### src/rtl/mult_sequencer.sv
// 4x4 unsigned multiplier built from four passes through a shared external
// 2x2 multiplier, accumulating shifted partial products over four RUN cycles.
module mult_sequencer (
    input  logic       clk,
    input  logic       rst,
    input  logic       start,
    input  logic [3:0] op_a,
    input  logic [3:0] op_b,
    output logic [1:0] mul_a,
    output logic [1:0] mul_b,
    input  logic [3:0] mul_p,
    output logic       busy,
    output logic       done,
    output logic [7:0] product
);

    typedef enum logic [1:0] {IDLE, RUN, DONE} state_t;

    state_t     state_q, state_d;
    logic [1:0] step_q, step_d;
    logic [3:0] a_q, a_d;
    logic [3:0] b_q, b_d;
    logic [7:0] acc_q, acc_d;
    logic [7:0] product_q, product_d;
    logic [7:0] term;

    always_comb begin
        state_d   = state_q;
        step_d    = step_q;
        a_d       = a_q;
        b_d       = b_q;
        acc_d     = acc_q;
        product_d = product_q;
        mul_a     = 2'b00;
        mul_b     = 2'b00;
        term      = 8'h00;
        unique case (state_q)
            IDLE: begin
                if (start) begin
                    a_d     = op_a;
                    b_d     = op_b;
                    acc_d   = 8'h00;
                    step_d  = 2'd0;
                    state_d = RUN;
                end
            end
            RUN: begin
                // step[0] picks the half of A, step[1] the half of B
                mul_a = step_q[0] ? a_q[3:2] : a_q[1:0];
                mul_b = step_q[1] ? b_q[3:2] : b_q[1:0];
                unique case (step_q)
                    2'd0:    term = {4'b0000, mul_p};
                    2'd1,
                    2'd2:    term = {2'b00, mul_p, 2'b00};
                    default: term = {mul_p, 4'b0000};
                endcase
                acc_d  = acc_q + term;
                step_d = step_q + 2'd1;
                if (step_q == 2'd3) begin
                    product_d = acc_q + term;
                    state_d   = DONE;
                end
            end
            DONE:    state_d = IDLE;
            default: state_d = IDLE;
        endcase
    end

    always_ff @(posedge clk) begin
        if (rst) begin
            state_q   <= IDLE;
            step_q    <= 2'd0;
            a_q       <= 4'h0;
            b_q       <= 4'h0;
            acc_q     <= 8'h00;
            product_q <= 8'h00;
        end else begin
            state_q   <= state_d;
            step_q    <= step_d;
            a_q       <= a_d;
            b_q       <= b_d;
            acc_q     <= acc_d;
            product_q <= product_d;
        end
    end

    assign busy    = (state_q != IDLE);
    assign done    = (state_q == DONE);
    assign product = product_q;

endmodule
### config.mk
export PLATFORM = sky130hd
export DESIGN_NAME = mult_sequencer
export DESIGN_NICKNAME = d
export VERILOG_FILES = /design/src/rtl/mult_sequencer.sv
export SDC_FILE = /design/constraint.sdc
export NUM_CORES = 1
export LEC_CHECK = 0
export ABC_AREA = 0
export CAP_MARGIN = 20
export CORE_ASPECT_RATIO = 1.75
export CORE_UTILIZATION = 35
export DETAILED_ROUTE_END_ITERATION = 16
export SKIP_CTS_REPAIR_TIMING = 1
export SYNTH_ARGS = -nofsm -noshare
export SYNTH_HDL_FRONTEND = slang
export SYNTH_SLANG_ARGS = --single-unit
### constraint.sdc
create_clock -name clk -period 2.8 [get_ports clk]
set_clock_uncertainty 0.2 [all_clocks]
set_input_delay 0.84 -clock clk [delete_from_list [all_inputs] [get_ports clk]]
set_output_delay 0.84 -clock clk [all_outputs]
set_load 0.01 [all_outputs]
**Yosys cells after proc, flatten, opt, wreduce, memory -nomap -nowiden**

Index checks and enable logic that the tools add are counted.

- Mux-type cells: 13
- Reduce and logical (&&, ||, !) cells: 9
- Eq/ne operators: 7
- $add $sub $neg: 2

Operators with widths:

| kind | count |
|---|---|
| case mux 8 bit (2 select lines) | 2 |
| 2-to-1 mux 8 bit | 2 |
| 2-to-1 mux 2 bit | 7 |
| adder 8 bit | 1 |
| case mux 2 bit (2 select lines) | 2 |
| AND reduction 2 bit | 4 |
| equality test 2 bit (second input constant) | 3 |
| equality test 2 x 1 -> 1 bit (second input constant) | 2 |
| zero test 2 bit | 2 |
| != test 2 bit (second input constant) | 2 |
| nonzero test 2 bit | 2 |
| adder 2 x 1 -> 2 bit (second input constant) | 1 |
| OR reduction 2 bit | 1 |

- Output and inout bits: 14
- Logic and storage cells: 37
- Flip-flop bits (word level): 28
- Input port bits: 15

**Depth between registers and ports, before layout**

- Depth after elaboration: 6
- Gate-level depth with buffers: 10
- Depth with buffers taken out: 10

**Least setup slack after synthesis**

OpenSTA, ideal clock, no wires.

- Path kind: input to register
- From: input port mul_p[0]
- To: register product_q[6], in the netlist product[6]
- Buffers on the path: 0
- Cell stages on the path: 8
- Required time: 2472 ps
- Slack: 254 ps
- Library setup time: 128 ps
- Arrival time: 2217 ps
- Cells stage by stage: and3b_1 > ha_1 > inv_1 > fa_1 > nor2b_1 > o31ai_1 > a211oi_1 > o31ai_1

- Longest elaborated chain between the ends: 3

RTL lines:

| element | RTL line | source |
|---|---|---|
| from (decl) | 11 | `input logic [3:0] mul_p,` |
| case mux 8 bit (2 select lines) | 51 | `unique case (step_q)` |
| 2-to-1 mux 8 bit | 37 | `unique case (state_q)` |
| adder 8 bit | 60 | `product_d = acc_q + term;` |
| to (signal assigned) | 83 | `product_q <= product_d;` |
| to (decl) | 24 | `logic [7:0] product_q, product_d;` |

No other way between the ends. The select of a mux whose other input is x is not followed.
A chain may end at the register's enable or synchronous reset.

**Worst setup path after layout**

- From: register state_q[1]
- To: output port mul_b[0]

- Longest elaborated chain between the ends: 2

RTL lines:

| element | RTL line | source |
|---|---|---|
| from (decl) | 19 | `state_t state_q, state_d;` |
| from (signal assigned) | 78 | `state_q <= state_d;` |
| equality test 2 x 1 -> 1 bit | 37 |  |
| 2-to-1 mux 2 bit | 37 |  |
| to (decl) | 10 | `output logic [1:0] mul_b,` |

No other way between the ends.

==> results.md <==
* Reg-to-Reg End: product[6]
* Routed WL per cell at 13.7 um
* Origin of the critical flop-to-flop path: step_q[0]
* GRT busiest layer: met2
* Max VDD drop at 0.495 mV
* Synth Register Bits at 28
* I/O pin total at 29
* CTS Buf Count at 3
* Pre-CTS setup slack at -0.393 ns
* Most frequent cells after synthesis: 34 x nand2_1, 28 x dfxtp_1, 20 x a21oi_1
* DR vias at 1566
* Max incr delay on CP at 0.54 ns
* Ys async rst share at 0
* # diodes at 0
* Avg Vias per Cell at 5.34
* CP arrival at 1.56 ns
* Clock power share at 0.336
* Clock-pin slew on the worst setup and hold paths at 0.09 ns
* Root Buffer: clkbuf_8
* Max cap viols at 0
* Net Sw Frac at 0.257
* Mapped cell area at 1580 um^2
* Unrepaired setup endpoints after global routing: no
* GR met2 Demand/Resource at 0.340
* Vias in the first global route at 1512
* Pint at 0.707 mW
* Status: finished, final reports clean
* Total Routing Usage GR at 0.184
* M1 GR Usage at 0.186
* H-tree depth at 1
* Finish-stage setup viols at 0
* TritonCTS clock tree: done
* Share of cells above drive strength 1 at 0.164
* Sequential share of power at 0.445
* Worst Tran Pin Value at 0.543 ns
* CP cell instances: nand2b_1 -> nor2_1 -> clkdlybuf4s50_1
* Warnings, synthesis at 0
* Final Hold Vio Count at 0
* PwrDens at 436 nW/um^2
* Routed Antenna Nets at 0
* Hold WS at 0.260 ns
* Die Y at 90.8 um
* Tcrit/Tclk final at 0.930
* M3 GR Usage at 0.0219
* Post-synth EDFFs at 0
* Worst R2R Setup Slack at 0.26 ns
* Post-route DRC violation count at 0
* Worst EP required at 1.76 ns
* Worst Setup SP: state_q[1]
* Fin nets at 270
* Routability cong. at 0.830
* Drt total wl at 4000 um
* Post-Syn Nets at 224
* Fmax at 0.384 GHz
* Antenna violations before repair at 0
* Leakage power at 0.887 nW
* Avg Cell Area, Syn at 7.92 um^2
* P&R area growth vs syn at 38.6%
* Core Area at 4230 um^2
* DRT iter0 DRCs at 33
* Clk buf depth at 2
* Worst-Skew Late Latency at 0.28 ns
* Die X at 52.7 um
* Crit path max fanout at 6
* Largest net degree at the start of global routing at 19
* Comb power frac at 0.219
* Synth Instances at 199
* Crit end category: primary output
* Post-synthesis sequential area ratio at 0.356
* Top-area cell type share of the netlist area at 0.356
* Reg2reg path depth at 10
* CP max stage cell: clkdlybuf4s50_1
* Net Sw Power at 0.244 mW
* Most used DFF post-synth: dfxtp_1
* Worst Path Class, Setup: flop to primary output
* Leading post-synthesis cells by cell area: dfxtp_1 36%, nand2_1 8.1%, ha_1 7.1%
* First-pass GRT wire length at 6530 um
* Grt ovf at 0
* Tmin final at 2.60 ns
* Die footprint at 4780 um^2
* Pre-antenna DRT Iters at 4
* CP endpoint: mul_b[0]
* # port buffers at 28
* Startpoint Class: flop
* DP Wirelength at 3100 um
* Row cnt at 31
* HP Class: flop to flop
* Final worst slack at 0.197 ns
* Effective utilization at floorplan at 0.373
* Worst slew margin at 0.637
* Top-count cell post-synth: nand2_1
* Synth cell types at 41
* CTS sink cnt at 28
* Final Max Slew Viols at 0
* Post-synth top area cell: dfxtp_1
[worst max-delay path, delay by kind of cell, from the launching register on]
kind	cells	cell delay, ns
AND/OR/NAND/NOR	2	0.40
buffers and inverters	1	0.54
flip-flops	1	0.35
[routing by layer]
| metal | part of all wire | vias up |
|---|---|---|
| met1 | 0.37 | 730 |
| met5 | 0 | - |
| li1 | - | 792 |
| met4 | 0.036 | 0 |
| met2 | 0.57 | 33 |
| met3 | 0.025 | 11 |
[power by group through the flow]
stage / clock, mW / combinational [mW] / sequential (mW)
after floorplan: 0 / 0.112 / 0.431
after global placement: 0 / 0.190 / 0.432
after detailed placement: 0 / 0.192 / 0.433
after CTS: 0.328 / 0.194 / 0.423
after global routing: 0.347 / 0.232 / 0.425
final: 0.320 / 0.208 / 0.423
[flip-flops by register name, summed over array words and instances (netlist names)]
name     count
acc_q        8
product      8
a_q          4
b_q          4
state_q      2
step_q       2
[worst min path at each step]
stage	start	to	slack (ns)	cells after the start
final	b_q[1]	b_q[1]	0.26	2
after global routing	b_q[3]	b_q[3]	0.29	2
after CTS	a_q[1]	a_q[1]	0.26	2
after detailed placement	a_q[1]	a_q[1]	0.25	2
after global placement	b_q[0]	b_q[0]	0.24	2
after floorplan	a_q[0]	a_q[0]	0.24	2
[per-stage QoR]
stage / total power, mW / instances / cell area (um^2) / utilization / setup TNS [ns]
after floorplan: 0.543 / 199 / 1580 / - / 0
after global placement: 0.622 / 288 / 2040 / 0.482 / -1.97
after detailed placement: 0.625 / 288 / 2040 / 0.482 / -2.48
after CTS: 0.945 / 292 / 2110 / 0.499 / -0.148
after global routing: 1.00 / 293 / 2180 / 0.516 / 0
final: 0.951 / 293 / 2180 / 0.516 / 0
[layout by cell type, fill, tap and decap left out, types with 3 or more instances in the layout]
cell type / synthesis / final
nand2_1: 34 / 34
dfxtp_1: 28 / 28
clkdlybuf4s50_1: 0 / 24
buf_4: 0 / 23
a21oi_1: 20 / 20
nor2_1: 18 / 18
nand3_1: 11 / 11
ha_1: 9 / 9
inv_1: 6 / 6
nand3b_1: 5 / 5
mux2i_1: 4 / 4
dlymetal6s2s_1: 0 / 4
nand2b_1: 3 / 3
and2_1: 3 / 3
o21a_1: 3 / 3
nand4b_1: 3 / 3
o211ai_1: 3 / 3
clkbuf_8: 0 / 3
[cell families (layout without fill, tap and decap cells)]
family,count (synthesis),in the layout,share of synthesized area
AOI/OAI and AO/OA,47,47,0.194
adders and majority gates,10,10,0.0842
and+or+nand+nor,91,91,0.283
xor gates and xnor gates,3,3,0.0167
buffers and inverters,16,61,0.0413
DFF,28,28,0.356
muxes,4,4,0.0254
[cell type report]
cell class,count,area [um^2]
fillers,396,2040
multi-input cells,155,1000
flip-flops and latches,28,561
repair buffers,51,463
well taps,49,61.3
clock buffers,3,41.3
clock inverters,1,30.0
inverters,6,22.5
Power figures use the tool's default switching activity.
